### config.mk
export PLATFORM = sky130hd
export DESIGN_NAME = axis_eth_rx_mac_filter
export DESIGN_NICKNAME = d
export VERILOG_FILES = /design/src/rtl/axis_eth_rx_mac_filter.sv
export SDC_FILE = /design/constraint.sdc
export NUM_CORES = 1
export LEC_CHECK = 0
export CELL_PAD_IN_SITES_DETAIL_PLACEMENT = 0
export CELL_PAD_IN_SITES_GLOBAL_PLACEMENT = 1
export CORE_AREA = 5 5 136 138
export CTS_CLUSTER_SIZE = 16
export DETAILED_ROUTE_END_ITERATION = 10
export DIE_AREA = 0 0 141 143
export HOLD_SLACK_MARGIN = 0.06
export PLACE_DENSITY = 0.81
export SLEW_MARGIN = 20
export SYNTH_ARGS = -nofsm -noshare
export SYNTH_HDL_FRONTEND = slang
export SYNTH_SLANG_ARGS = --single-unit
### constraint.sdc
create_clock -name clk -period 2.05 [get_ports clk]
set_input_delay 0.41 -clock clk [delete_from_list [all_inputs] [get_ports clk]]
set_output_delay 0.41 -clock clk [all_outputs]
set_load 0.02 [all_outputs]
### src/rtl/axis_eth_rx_mac_filter.sv
// ============================================================================
// Module      : axis_eth_rx_mac_filter
// Description : Destination-MAC / runt frame filter on a 32-bit AXI-Stream RX
//               path. Optional frame counters enabled by ETH_RX_FILTER_STATS_EN.
// Revision    : 1.0 - initial release
// ============================================================================
`default_nettype none

module axis_eth_rx_mac_filter (
    input  logic        clk,
    input  logic        rst,
    input  logic        s_tvalid,
    output logic        s_tready,
    input  logic [31:0] s_tdata,
    input  logic [3:0]  s_tkeep,
    input  logic        s_tlast,
    input  logic        s_tuser,
    output logic        m_tvalid,
    input  logic        m_tready,
    output logic [31:0] m_tdata,
    output logic [3:0]  m_tkeep,
    output logic        m_tlast,
    output logic        m_tuser,
    input  logic [47:0] our_mac,
    input  logic        promisc,
    input  logic        allow_mcast,
    input  logic        stats_clear,
    output logic [31:0] cnt_accept,
    output logic [31:0] cnt_drop_addr,
    output logic [31:0] cnt_drop_runt
);

    typedef enum logic [2:0] {
        ST_IDLE = 3'd0,
        ST_HDR1 = 3'd1,
        ST_FWD0 = 3'd2,
        ST_FWD1 = 3'd3,
        ST_PASS = 3'd4,
        ST_DROP = 3'd5
    } state_t;

    state_t      r_state;
    state_t      w_next;
    logic        r_run;
    logic [31:0] r_hdr0;
    logic [31:0] r_hdr1;
    logic [3:0]  r_hdr1_keep;
    logic        r_hdr1_last;
    logic        r_hdr1_user;

    logic        w_cap0;
    logic        w_cap1;
    logic        w_inc_accept;
    logic        w_inc_addr;
    logic        w_inc_runt;
    logic [47:0] w_dst;
    logic        w_accept;

    // Destination spans all of beat 0 and the low two bytes of the live beat 1
    assign w_dst    = {r_hdr0[7:0], r_hdr0[15:8], r_hdr0[23:16], r_hdr0[31:24],
                       s_tdata[7:0], s_tdata[15:8]};
    assign w_accept = promisc | (w_dst == our_mac) | (&w_dst) | (allow_mcast & w_dst[40]);

    always_ff @(posedge clk) begin
        if (rst) begin
            r_state     <= ST_IDLE;
            r_run       <= 1'b0;
            r_hdr0      <= '0;
            r_hdr1      <= '0;
            r_hdr1_keep <= '0;
            r_hdr1_last <= 1'b0;
            r_hdr1_user <= 1'b0;
        end else begin
            r_state <= w_next;
            r_run   <= 1'b1;
            if (w_cap0) begin
                r_hdr0 <= s_tdata;
            end
            if (w_cap1) begin
                r_hdr1      <= s_tdata;
                r_hdr1_keep <= s_tkeep;
                r_hdr1_last <= s_tlast;
                r_hdr1_user <= s_tuser;
            end
        end
    end

    always_comb begin
        w_next       = r_state;
        s_tready     = 1'b0;
        m_tvalid     = 1'b0;
        m_tdata      = '0;
        m_tkeep      = '0;
        m_tlast      = 1'b0;
        m_tuser      = 1'b0;
        w_cap0       = 1'b0;
        w_cap1       = 1'b0;
        w_inc_accept = 1'b0;
        w_inc_addr   = 1'b0;
        w_inc_runt   = 1'b0;
        case (r_state)
            ST_IDLE: begin
                // r_run keeps s_tready low through the reset cycle
                s_tready = r_run;
                if (s_tvalid && r_run) begin
                    if (s_tlast || (s_tkeep != 4'hf)) begin
                        w_inc_runt = 1'b1;
                    end else begin
                        w_cap0 = 1'b1;
                        w_next = ST_HDR1;
                    end
                end
            end
            ST_HDR1: begin
                s_tready = 1'b1;
                if (s_tvalid) begin
                    w_cap1 = 1'b1;
                    if (s_tlast && (s_tkeep[1:0] != 2'b11)) begin
                        w_inc_runt = 1'b1;
                        w_next     = ST_IDLE;
                    end else if (w_accept) begin
                        w_inc_accept = 1'b1;
                        w_next       = ST_FWD0;
                    end else begin
                        w_inc_addr = 1'b1;
                        w_next     = s_tlast ? ST_IDLE : ST_DROP;
                    end
                end
            end
            ST_FWD0: begin
                m_tvalid = 1'b1;
                m_tdata  = r_hdr0;
                m_tkeep  = 4'hf;
                if (m_tready) begin
                    w_next = ST_FWD1;
                end
            end
            ST_FWD1: begin
                m_tvalid = 1'b1;
                m_tdata  = r_hdr1;
                m_tkeep  = r_hdr1_keep;
                m_tlast  = r_hdr1_last;
                m_tuser  = r_hdr1_user;
                if (m_tready) begin
                    w_next = r_hdr1_last ? ST_IDLE : ST_PASS;
                end
            end
            ST_PASS: begin
                s_tready = m_tready;
                m_tvalid = s_tvalid;
                m_tdata  = s_tdata;
                m_tkeep  = s_tkeep;
                m_tlast  = s_tlast;
                m_tuser  = s_tuser;
                if (s_tvalid && m_tready && s_tlast) begin
                    w_next = ST_IDLE;
                end
            end
            ST_DROP: begin
                s_tready = 1'b1;
                if (s_tvalid && s_tlast) begin
                    w_next = ST_IDLE;
                end
            end
            default: begin
                w_next = ST_IDLE;
            end
        endcase
    end

`ifdef ETH_RX_FILTER_STATS_EN
    logic [31:0] r_cnt_accept;
    logic [31:0] r_cnt_addr;
    logic [31:0] r_cnt_runt;

    // Saturating counters; a clear wins over a same-cycle increment
    always_ff @(posedge clk) begin
        if (rst || stats_clear) begin
            r_cnt_accept <= '0;
            r_cnt_addr   <= '0;
            r_cnt_runt   <= '0;
        end else begin
            if (w_inc_accept && (r_cnt_accept != 32'hFFFF_FFFF)) begin
                r_cnt_accept <= r_cnt_accept + 32'd1;
            end
            if (w_inc_addr && (r_cnt_addr != 32'hFFFF_FFFF)) begin
                r_cnt_addr <= r_cnt_addr + 32'd1;
            end
            if (w_inc_runt && (r_cnt_runt != 32'hFFFF_FFFF)) begin
                r_cnt_runt <= r_cnt_runt + 32'd1;
            end
        end
    end

    assign cnt_accept    = r_cnt_accept;
    assign cnt_drop_addr = r_cnt_addr;
    assign cnt_drop_runt = r_cnt_runt;
`else
    logic w_unused_stats;

    assign w_unused_stats = ^{stats_clear, w_inc_accept, w_inc_addr, w_inc_runt};
    assign cnt_accept     = '0;
    assign cnt_drop_addr  = '0;
    assign cnt_drop_runt  = '0;
`endif

endmodule

`default_nettype wire

==> results.sh, run 1 <==
export IMPL_status="finished, final reports clean"
export IMPL_wl_met1_um=7320
export IMPL_n_fill_cell=1817
export IMPL_vias=4716
export IMPL_drv_cap=0
export IMPL_synthesis_area_um2=4840
export IMPL_vdd_drop_max_uv=382
export IMPL_yosysWarnings=0
export IMPL_coreArea_um2=17100
export IMPL_die_area_um2=20200
export IMPL_drt_initial_drc_count=274
export IMPL_clock_path_buffers=2
export IMPL_power_leakage_nw=2.71
export IMPL_finalNetCount=938
export IMPL_synth_largest_area_cell="dfxtp_1"
export IMPL_max_freq_mhz=489
export IMPL_finClkSkew_ns=0.00964
export IMPL_dieHeight_um=143
export IMPL_antenna_left=0
export IMPL_cts_root_buffer="clkbuf_16"
export IMPL_dr_max_layer_used="met4"
export IMPL_drive_gt1_frac=0.176
export IMPL_grt_use_total=0.159
export IMPL_hpwl_um=12800
export IMPL_critPathBufInv=3
export IMPL_htree_levels=3
export IMPL_dpl_cell_area_um2=6600
export IMPL_antenna_cells=0
export IMPL_post_route_period_util=0.997
export IMPL_yosysMostFrequentCell="nand2_1"
export IMPL_arrival_ns=1.63
export IMPL_cts_tree="built"
export IMPL_critical_path_class="flip-flop to output pin"
export IMPL_port_buffers=131
export IMPL_dr_wl_met3_um=1250
export IMPL_rows=48
export IMPL_avgRoutedWirePerCell_um=15.9
export IMPL_grt_pass1_wl_um=24900
export IMPL_place_congestion=0.840
export IMPL_postCtsHoldBufs=0
export IMPL_clk_latency_ns=0.35
export IMPL_finalPower_mw=3.63
export IMPL_ys_ff_latch=74
export IMPL_crit_chain="buf_6 -> buf_12 -> mux2i_4 -> o21ai_0 -> clkdlybuf4s15_2"
export IMPL_worstPathMaxFanout=11
export IMPL_fin_area_um2=6860
export IMPL_syn_inst=658
export IMPL_p_per_area_nw_per_um2=529
export IMPL_period_minus_slack_ns=2.04
export IMPL_clock_sinks=74
export IMPL_drc=0
export IMPL_grt_pass1_vias=4364
export IMPL_slowest_delay_ns=0.38
export IMPL_crit_path_end_kind="output pin"
export IMPL_finalWirelength_um=17100
export IMPL_io_pin_count=229
export IMPL_startpoint_type="flip-flop"
export IMPL_slowest_stage="dfxtp_2"
export IMPL_hp_class="input port to flip-flop"
export IMPL_die_width_um=141
export IMPL_antenna_found_initial=0
export IMPL_yosysTopAreaCellShare=0.306
export IMPL_grt_overflow_total=0
export IMPL_slew_violations=0
export IMPL_worstPathRequired_ns=1.64
export IMPL_synth_area_leaders="dfxtp_1, buf_4, nand2_1, xor2_1, a21oi_1"
export IMPL_synthTopCellsByCount="nand2_1, buf_4, a21oi_1"
export IMPL_synth_edff_count=0
export IMPL_grt_max_degree=34
export IMPL_synthArstFlopShare=0
export IMPL_rsz0062_at_grt="yes"
export IMPL_syn2layout_area_growth_pct=41.6
export IMPL_start_util=0.284
export IMPL_fin_util=0.402
export IMPL_numCtsBuffers=9
export IMPL_ys_types=34
export IMPL_synth_flop_cell="dfxtp_1"
export IMPL_finalHoldViolations=0
export IMPL_ff2ff_setup_slack_ns=0.19
export IMPL_viasPerCell=4.39
export IMPL_setup_violations=0
export IMPL_synth_avg_cell_area_um2=7.36
export IMPL_first_pass_iters=5
export IMPL_wl_met2_um=8320
export IMPL_clk_pin_slew_ns=0.06
export IMPL_yosysSeqAreaShare=0.306
export IMPL_critPathTopFamily="buffers and inverters"
-- per-layer routing --
layer | track usage | vias up
met4 | 0.0413 | 0
met2 | 0.262 | 173
li1 | - | 2383
met5 | 0 | -
met1 | 0.210 | 2150
met3 | 0.0399 | 10
-- final cells by class --
cell class                      count  area, um^2  area share
Clock buffer                       14         264      0.0385
Clock inverter                      2        35.0     0.00511
Inverter                            2        7.51     0.00109
Multi-Input combinational cell    543        2860       0.417
Sequential cell                    74        1490       0.216
Tap cell                          225         282      0.0410
Timing Repair Buffer              215        1930       0.281
-- registers in the layout, indices dropped and copies added, names as in the netlist --
signal       cells
r_run            1
r_hdr0          32
r_state          3
r_hdr1_last      1
r_hdr1_user      1
r_hdr1          32
r_hdr1_keep      4
-- worst paths after layout --
check,start,to,cells after the start
worst max-delay path,r_state[0],m_tdata[31],5
worst min-delay path,rst,r_run,2
worst max register to register,r_state[0],r_hdr0[16],9
worst min register to register,r_hdr1[10],r_hdr1[10],2
-- cells by family after synthesis --
family	count (synthesis)	share of synthesized area
flops	74	0.306
simple gates	243	0.218
buf+inv	136	0.188
compound gates	123	0.132
xor+xnor	49	0.0886
other cells	1	0.000774
mux	32	0.0661
-- where the power goes --
part | internal (mW) | switching [mW] | leakage [nW]
clock | 1.01 | 0.595 | 0.147
sequential | 1.44 | 0.00475 | 0.598
combinational | 0.251 | 0.327 | 1.96
total | 2.70 | 0.926 | 2.71
-- cell usage in the layout, fill, tap and decap left out, types with 17 or more instances in the layout --
master,netlist,routed
nor4_1,17,17
nand2_1,183,182
a21oi_1,75,75
buf_2,15,29
clkdlybuf4s50_1,0,90
buf_4,96,77
mux2i_1,32,29
xor2_1,49,49
conb_1,1,96
o21ai_0,39,32
dfxtp_1,74,71
-- metrics by stage --
stage	TNS, ns	setup WS [ns]	hold WS (ns)	std cells
after floorplan	0	0.118	0.436	753
after global placement	-8.27	-0.245	0.441	1055
after detailed placement	-7.20	-0.228	0.448	1055
after CTS	0	0.000678	0.388	1073
after global routing	-0.414	-0.0692	0.409	1075
final	0	0.00644	0.403	1075
-- what timing repair did --
item | CTS | global route
pin swaps | 1 | 0
setup buffers | 1 | 1
cloned | 1 | 1
gates resized for setup | 189 | 32
setup endpoints to repair | 40 | 33
Power figures use the tool's default switching activity.
==> run 2, diff against run 1 <==
==> config.mk (replaced) <==
export PLATFORM = sky130hd
export DESIGN_NAME = axis_eth_rx_mac_filter
export DESIGN_NICKNAME = d
export VERILOG_FILES = /design/src/rtl/axis_eth_rx_mac_filter.sv
export SDC_FILE = /design/constraint.sdc
export NUM_CORES = 1
export LEC_CHECK = 0
export CELL_PAD_IN_SITES_DETAIL_PLACEMENT = 1
export CELL_PAD_IN_SITES_GLOBAL_PLACEMENT = 2
export CORE_AREA = 5 5 155 157
export CTS_CLUSTER_SIZE = 16
export DETAILED_ROUTE_END_ITERATION = 10
export DIE_AREA = 0 0 160 162
export HOLD_SLACK_MARGIN = 0.06
export PLACE_DENSITY = 0.81
export SYNTH_ARGS = -nofsm -noshare
export SYNTH_HDL_FRONTEND = slang
export SYNTH_SLANG_ARGS = --single-unit
==> run 2 against run 1 <==
Critical path depth unchanged. Hold slack got worse by 0.085 ns. Global-route usage decreased by 1.7 points. First-iteration DRC count decreased by 11%. Critical path type is now input port to output pin. Critical endpoint is now s_tready. Largest cell class unchanged. Largest power group unchanged. Highest routed layer unchanged.
==> results.sh, run 2 (synthesized netlist as in run 1, its figures left out) <==
export IMPL_tns_ns=0
export IMPL_grt_pass1_vias=5049
export IMPL_grt_max_degree=39
export IMPL_hpwl_um=14700
export IMPL_drive_gt1_frac=0.206
export IMPL_drc=0
export IMPL_n_fill_cell=2753
export IMPL_clk_latency_ns=0.34
export IMPL_p_per_area_nw_per_um2=511
export IMPL_wl_met2_um=9710
export IMPL_dieHeight_um=162
export IMPL_period_minus_slack_ns=1.99
export IMPL_place_congestion=0.807
export IMPL_final_common_cell="nand2_1"
export IMPL_rows=55
export IMPL_slowest_delay_ns=0.43
export IMPL_cts_tree="built"
export IMPL_avgRoutedWirePerCell_um=17.2
export IMPL_setup_ws_ns=0.0634
export IMPL_port_buffers=131
export IMPL_dr_max_layer_used="met4"
export IMPL_clock_path_buffers=2
export IMPL_worstPathRequired_ns=1.64
export IMPL_hp_class="input port to flip-flop"
export IMPL_drv_cap=0
export IMPL_die_area_um2=25900
export IMPL_finalNetCount=938
export IMPL_post_place_ws_ns=-0.422
export IMPL_vdd_drop_max_uv=384
export IMPL_multiInputGateArea_um2=2950
export IMPL_htree_levels=3
export IMPL_status="finished, final reports clean"
export IMPL_syn2layout_area_growth_pct=46.2
export IMPL_startpoint_type="input port"
export IMPL_start_util=0.217
export IMPL_grt_use_total=0.142
export IMPL_numCtsBuffers=9
export IMPL_viasPerCell=4.30
export IMPL_critical_path_class="input port to output pin"
export IMPL_post_route_period_util=0.969
export IMPL_die_width_um=160
export IMPL_final_cell_mix="nand2_1, conb_1, buf_4"
export IMPL_coreArea_um2=22400
export IMPL_grt_overflow_total=0
export IMPL_first_pass_iters=4
export IMPL_hold_worst_slack_ns=0.318
export IMPL_vias=4889
export IMPL_dr_wl_met3_um=976
export IMPL_setup_violations=0
export IMPL_antenna_found_initial=1
export IMPL_drt_initial_drc_count=243
export IMPL_crit_chain="clkdlybuf4s50_1 -> and2_1 -> a211oi_1 -> nor2_1 -> dlygate4sd2_1"
export IMPL_wl_met1_um=8440
export IMPL_finClkSkew_ns=0.00641
export IMPL_rsz0062_at_grt="yes"
export IMPL_finalWirelength_um=19500
export IMPL_finalHoldViolations=0
export IMPL_arrival_ns=1.58
export IMPL_largestRegisters="r_hdr0: 32 flops, r_hdr1: 32 flops, r_hdr1_keep: 4 flops"
export IMPL_clock_sinks=74
export IMPL_postCtsHoldBufs=0
export IMPL_cts_root_buffer="clkbuf_16"
export IMPL_io_pin_count=229
export IMPL_power_leakage_nw=2.76
export IMPL_regArea_um2=1490
export IMPL_grt_pass1_wl_um=28800
export IMPL_antenna_left=0
export IMPL_clk_pin_slew_ns=0.06
export IMPL_slew_violations=0
export IMPL_slowest_stage="clkdlybuf4s50_1"
export IMPL_worstPathMaxFanout=2
export IMPL_crit_path_end_kind="output pin"
export IMPL_max_freq_mhz=503
-- run 2: changes by cell type in the layout (fill, tap and decap cells not counted), sizes merged, moves of 2 or more --
cell / before / now
diode: 0 / 2
clkbuf: 15 / 13
clkdlybuf4s15: 5 / 0
clkinvlp: 0 / 2
buf: 119 / 121
-- run 2: where the power goes --
part           total, mW  internal, mW  switching, mW  leakage (nW)
Sequential          1.45          1.44        0.00485         0.598
Clock               1.58         0.964          0.619         0.140
Combinational      0.589         0.253          0.337          2.02
-- run 2: worst paths after layout --
path              start    endpoint  slack [ns]  cells past startpoint
max            m_tready    s_tready        0.06                      5
min reg2reg   r_hdr1[5]   r_hdr1[5]        0.45                      2
max reg2reg  r_state[0]  r_hdr0[17]        0.16                      9
min                 rst       r_run        0.32                      2
-- run 2: what timing repair did --
item / 4_1_cts / 5_1_grt
endpoints found under the setup margin: 43 / 40
gates cloned: 0 / 3
buffers inserted: 2 / 0
resized for setup: 194 / 92
pin swaps: 1 / 2
-- run 2: layer usage --
layer	GRT usage	vias to the layer above
li1	-	2387
met3	0.0282	24
met5	0	-
met2	0.244	156
met1	0.178	2322
met4	0.0469	0
-- run 2: metrics by stage --
stage | total power, mW | util | cell area [um^2] | std cells
final | 3.62 | 0.317 | 7080 | 1136
after global routing | 3.77 | 0.317 | 7080 | 1135
after CTS | 3.67 | 0.307 | 6870 | 1131
after detailed placement | 2.06 | 0.299 | 6680 | 1114
after global placement | 2.06 | 0.299 | 6680 | 1114
after floorplan | 1.86 | - | 5200 | 753
-- run 2: worst max-delay path, delay by kind of cell --
family	cells	cell delay, ns
AO/OA/AOI/OAI	1	0.20
buffers and inverters	2	0.75
AND/OR/NAND/NOR	2	0.22
-- run 2: final cells by class --
| class | count | share of cell area |
|---|---|---|
| well taps | 285 | 0.0503 |
| repair buffers | 215 | 0.281 |
| inverters | 2 | 0.00106 |
| clock inverters | 5 | 0.00777 |
| clock buffers | 10 | 0.0337 |
| diodes | 2 | 0.000706 |
| multi-input cells | 543 | 0.416 |
| flip-flops and latches | 74 | 0.210 |
==> run 3, diff against run 2 <==
--- a/config.mk
+++ b/config.mk
@@ -16,3 +16,4 @@
 export SYNTH_ARGS = -nofsm -noshare
 export SYNTH_HDL_FRONTEND = slang
 export SYNTH_SLANG_ARGS = --single-unit
+export TNS_END_PERCENT = 1
==> run 3 against run 2 <==
The run now ends with negative setup slack left. Critical endpoint is now m_tdata[30]. Non-clock buffer count down 4. Global-route usage about the same. Maximum frequency shrank 5.0%. Largest power group unchanged. Largest cell class unchanged.
==> results.sh, run 3 (synthesized netlist as in run 1, its figures left out) <==
export IMPL_critical_path_class="flip-flop to output pin"
export IMPL_worstPathRequired_ns=1.64
export IMPL_largestRegisters="r_hdr0: 32 flops, r_hdr1: 32 flops, r_hdr1_keep: 4 flops"
export IMPL_grt_pass1_wl_um=28900
export IMPL_finalWirelength_um=19000
export IMPL_coreArea_um2=22400
export IMPL_antenna_left=0
export IMPL_first_pass_iters=4
export IMPL_die_area_um2=25900
export IMPL_io_pin_count=229
export IMPL_numCtsBuffers=9
export IMPL_clock_sinks=74
export IMPL_drive_gt1_frac=0.168
export IMPL_slowest_stage="dfxtp_4"
export IMPL_startpoint_type="flip-flop"
export IMPL_post_place_ws_ns=-0.422
export IMPL_finalHoldViolations=0
export IMPL_status="complete, but fails checks"
export IMPL_viasPerCell=4.26
export IMPL_clk_pin_slew_ns=0.06
export IMPL_rsz0062_at_grt="yes"
export IMPL_drv_cap=0
export IMPL_rows=55
export IMPL_postCtsHoldBufs=0
export IMPL_grt_use_total=0.142
export IMPL_setup_ws_ns=-0.0410
export IMPL_tns_ns=-0.125
export IMPL_combPwrFrac=0.162
export IMPL_p_sw_frac=0.266
export IMPL_final_common_cell="nand2_1"
export IMPL_slew_violations=0
export IMPL_vdd_drop_max_uv=381
export IMPL_pwr_share_seq=0.400
export IMPL_finalPower_mw=3.62
export IMPL_crit_chain="buf_6 -> buf_12 -> mux2i_2 -> o21ai_0 -> clkdlybuf4s15_1"
export IMPL_cts_root_buffer="clkbuf_16"
export IMPL_die_width_um=160
export IMPL_intPower_mw=2.66
export IMPL_dieHeight_um=162
export IMPL_htree_levels=3
export IMPL_drc=0
export IMPL_dpl_cell_area_um2=6680
export IMPL_power_leakage_nw=2.67
export IMPL_finClkSkew_ns=0.00721
export IMPL_post_route_period_util=1.02
export IMPL_cts_tree="built"
export IMPL_failed_checks="negative setup slack"
export IMPL_start_util=0.217
export IMPL_arrival_ns=1.68
export IMPL_max_freq_mhz=478
export IMPL_final_cell_mix="nand2_1, conb_1, clkdlybuf4s50_1"
export IMPL_setup_violations=6
export IMPL_grt_pass1_vias=5048
export IMPL_hp_class="input port to flip-flop"
export IMPL_period_minus_slack_ns=2.09
export IMPL_switching_power_mw=0.961
export IMPL_slowest_delay_ns=0.38
export IMPL_crit_path_end_kind="output pin"
export IMPL_antenna_found_initial=1
export IMPL_vias=4817
export IMPL_fin_area_um2=6940
export IMPL_port_buffers=131
export IMPL_drt_initial_drc_count=195
export IMPL_avgRoutedWirePerCell_um=16.8
export IMPL_ff2ff_setup_slack_ns=0.16
export IMPL_clk_latency_ns=0.34
export IMPL_grt_overflow_total=0
export IMPL_syn2layout_area_growth_pct=43.3
export IMPL_hpwl_um=14700
export IMPL_finalNetCount=934
export IMPL_clkPwrFrac=0.438
export IMPL_clock_path_buffers=2
export IMPL_grt_max_degree=39
export IMPL_worstPathMaxFanout=8
export IMPL_p_per_area_nw_per_um2=521
export IMPL_place_congestion=0.807
==> run 3: area by class of cell <==
type                            count  area, um^2
Clock buffer                       10         239
Clock inverter                      5        55.1
Antenna cell                        2        5.00
Timing Repair Buffer              211        1940
Multi-Input combinational cell    543        2860
Sequential cell                    74        1490
Inverter                            2        7.51
Fill cell                        2762       15400
Tap cell                          285         357
==> run 3: worst max-delay path, delay by kind of cell (launching register included) <==
family / cells / cell delay [ns]
DFF: 1 / 0.38
buffers and inverters: 3 / 0.60
muxes: 1 / 0.26
AOI/OAI and AO/OA: 1 / 0.10
==> run 3: repair_timing <==
item,in CTS,in global routing
pin swaps,1,1
endpoints found under the setup margin,43,41
resized for setup,102,140
buffers inserted,1,0
==> run 3: stage by stage <==
step,hold WS [ns],instances,utilization
6_report,0.313,1132,0.310
5_1_grt,0.318,1131,0.310
4_1_cts,0.303,1130,0.312
2_1_floorplan,0.436,753,-
3_3_place_gp,0.441,1114,0.299
3_5_place_dp,0.448,1114,0.299
==> run 3: final timing paths <==
| check | from | to | cells after the start |
|---|---|---|---|
| min | rst | r_run | 2 |
| max reg2reg | r_state[0] | r_hdr0[17] | 9 |
| min reg2reg | r_hdr1[5] | r_hdr1[5] | 2 |
| max | r_state[0] | m_tdata[30] | 5 |
==> run 3: routing by layer <==
layer	vias up	track usage	wire length, um
met5	-	0	0
met4	0	0.0469	421
met3	24	0.0299	884
met2	136	0.244	9400
met1	2292	0.179	8300
li1	2365	-	-
==> run 3: power by group through the flow <==
stage                     Clock [mW]  Sequential [mW]  Combinational (mW)
after floorplan                    0             1.48               0.383
after global placement             0             1.48               0.578
after detailed placement           0             1.48               0.579
after CTS                       1.64             1.45               0.582
after global routing            1.70             1.45               0.628
final                           1.59             1.45               0.587
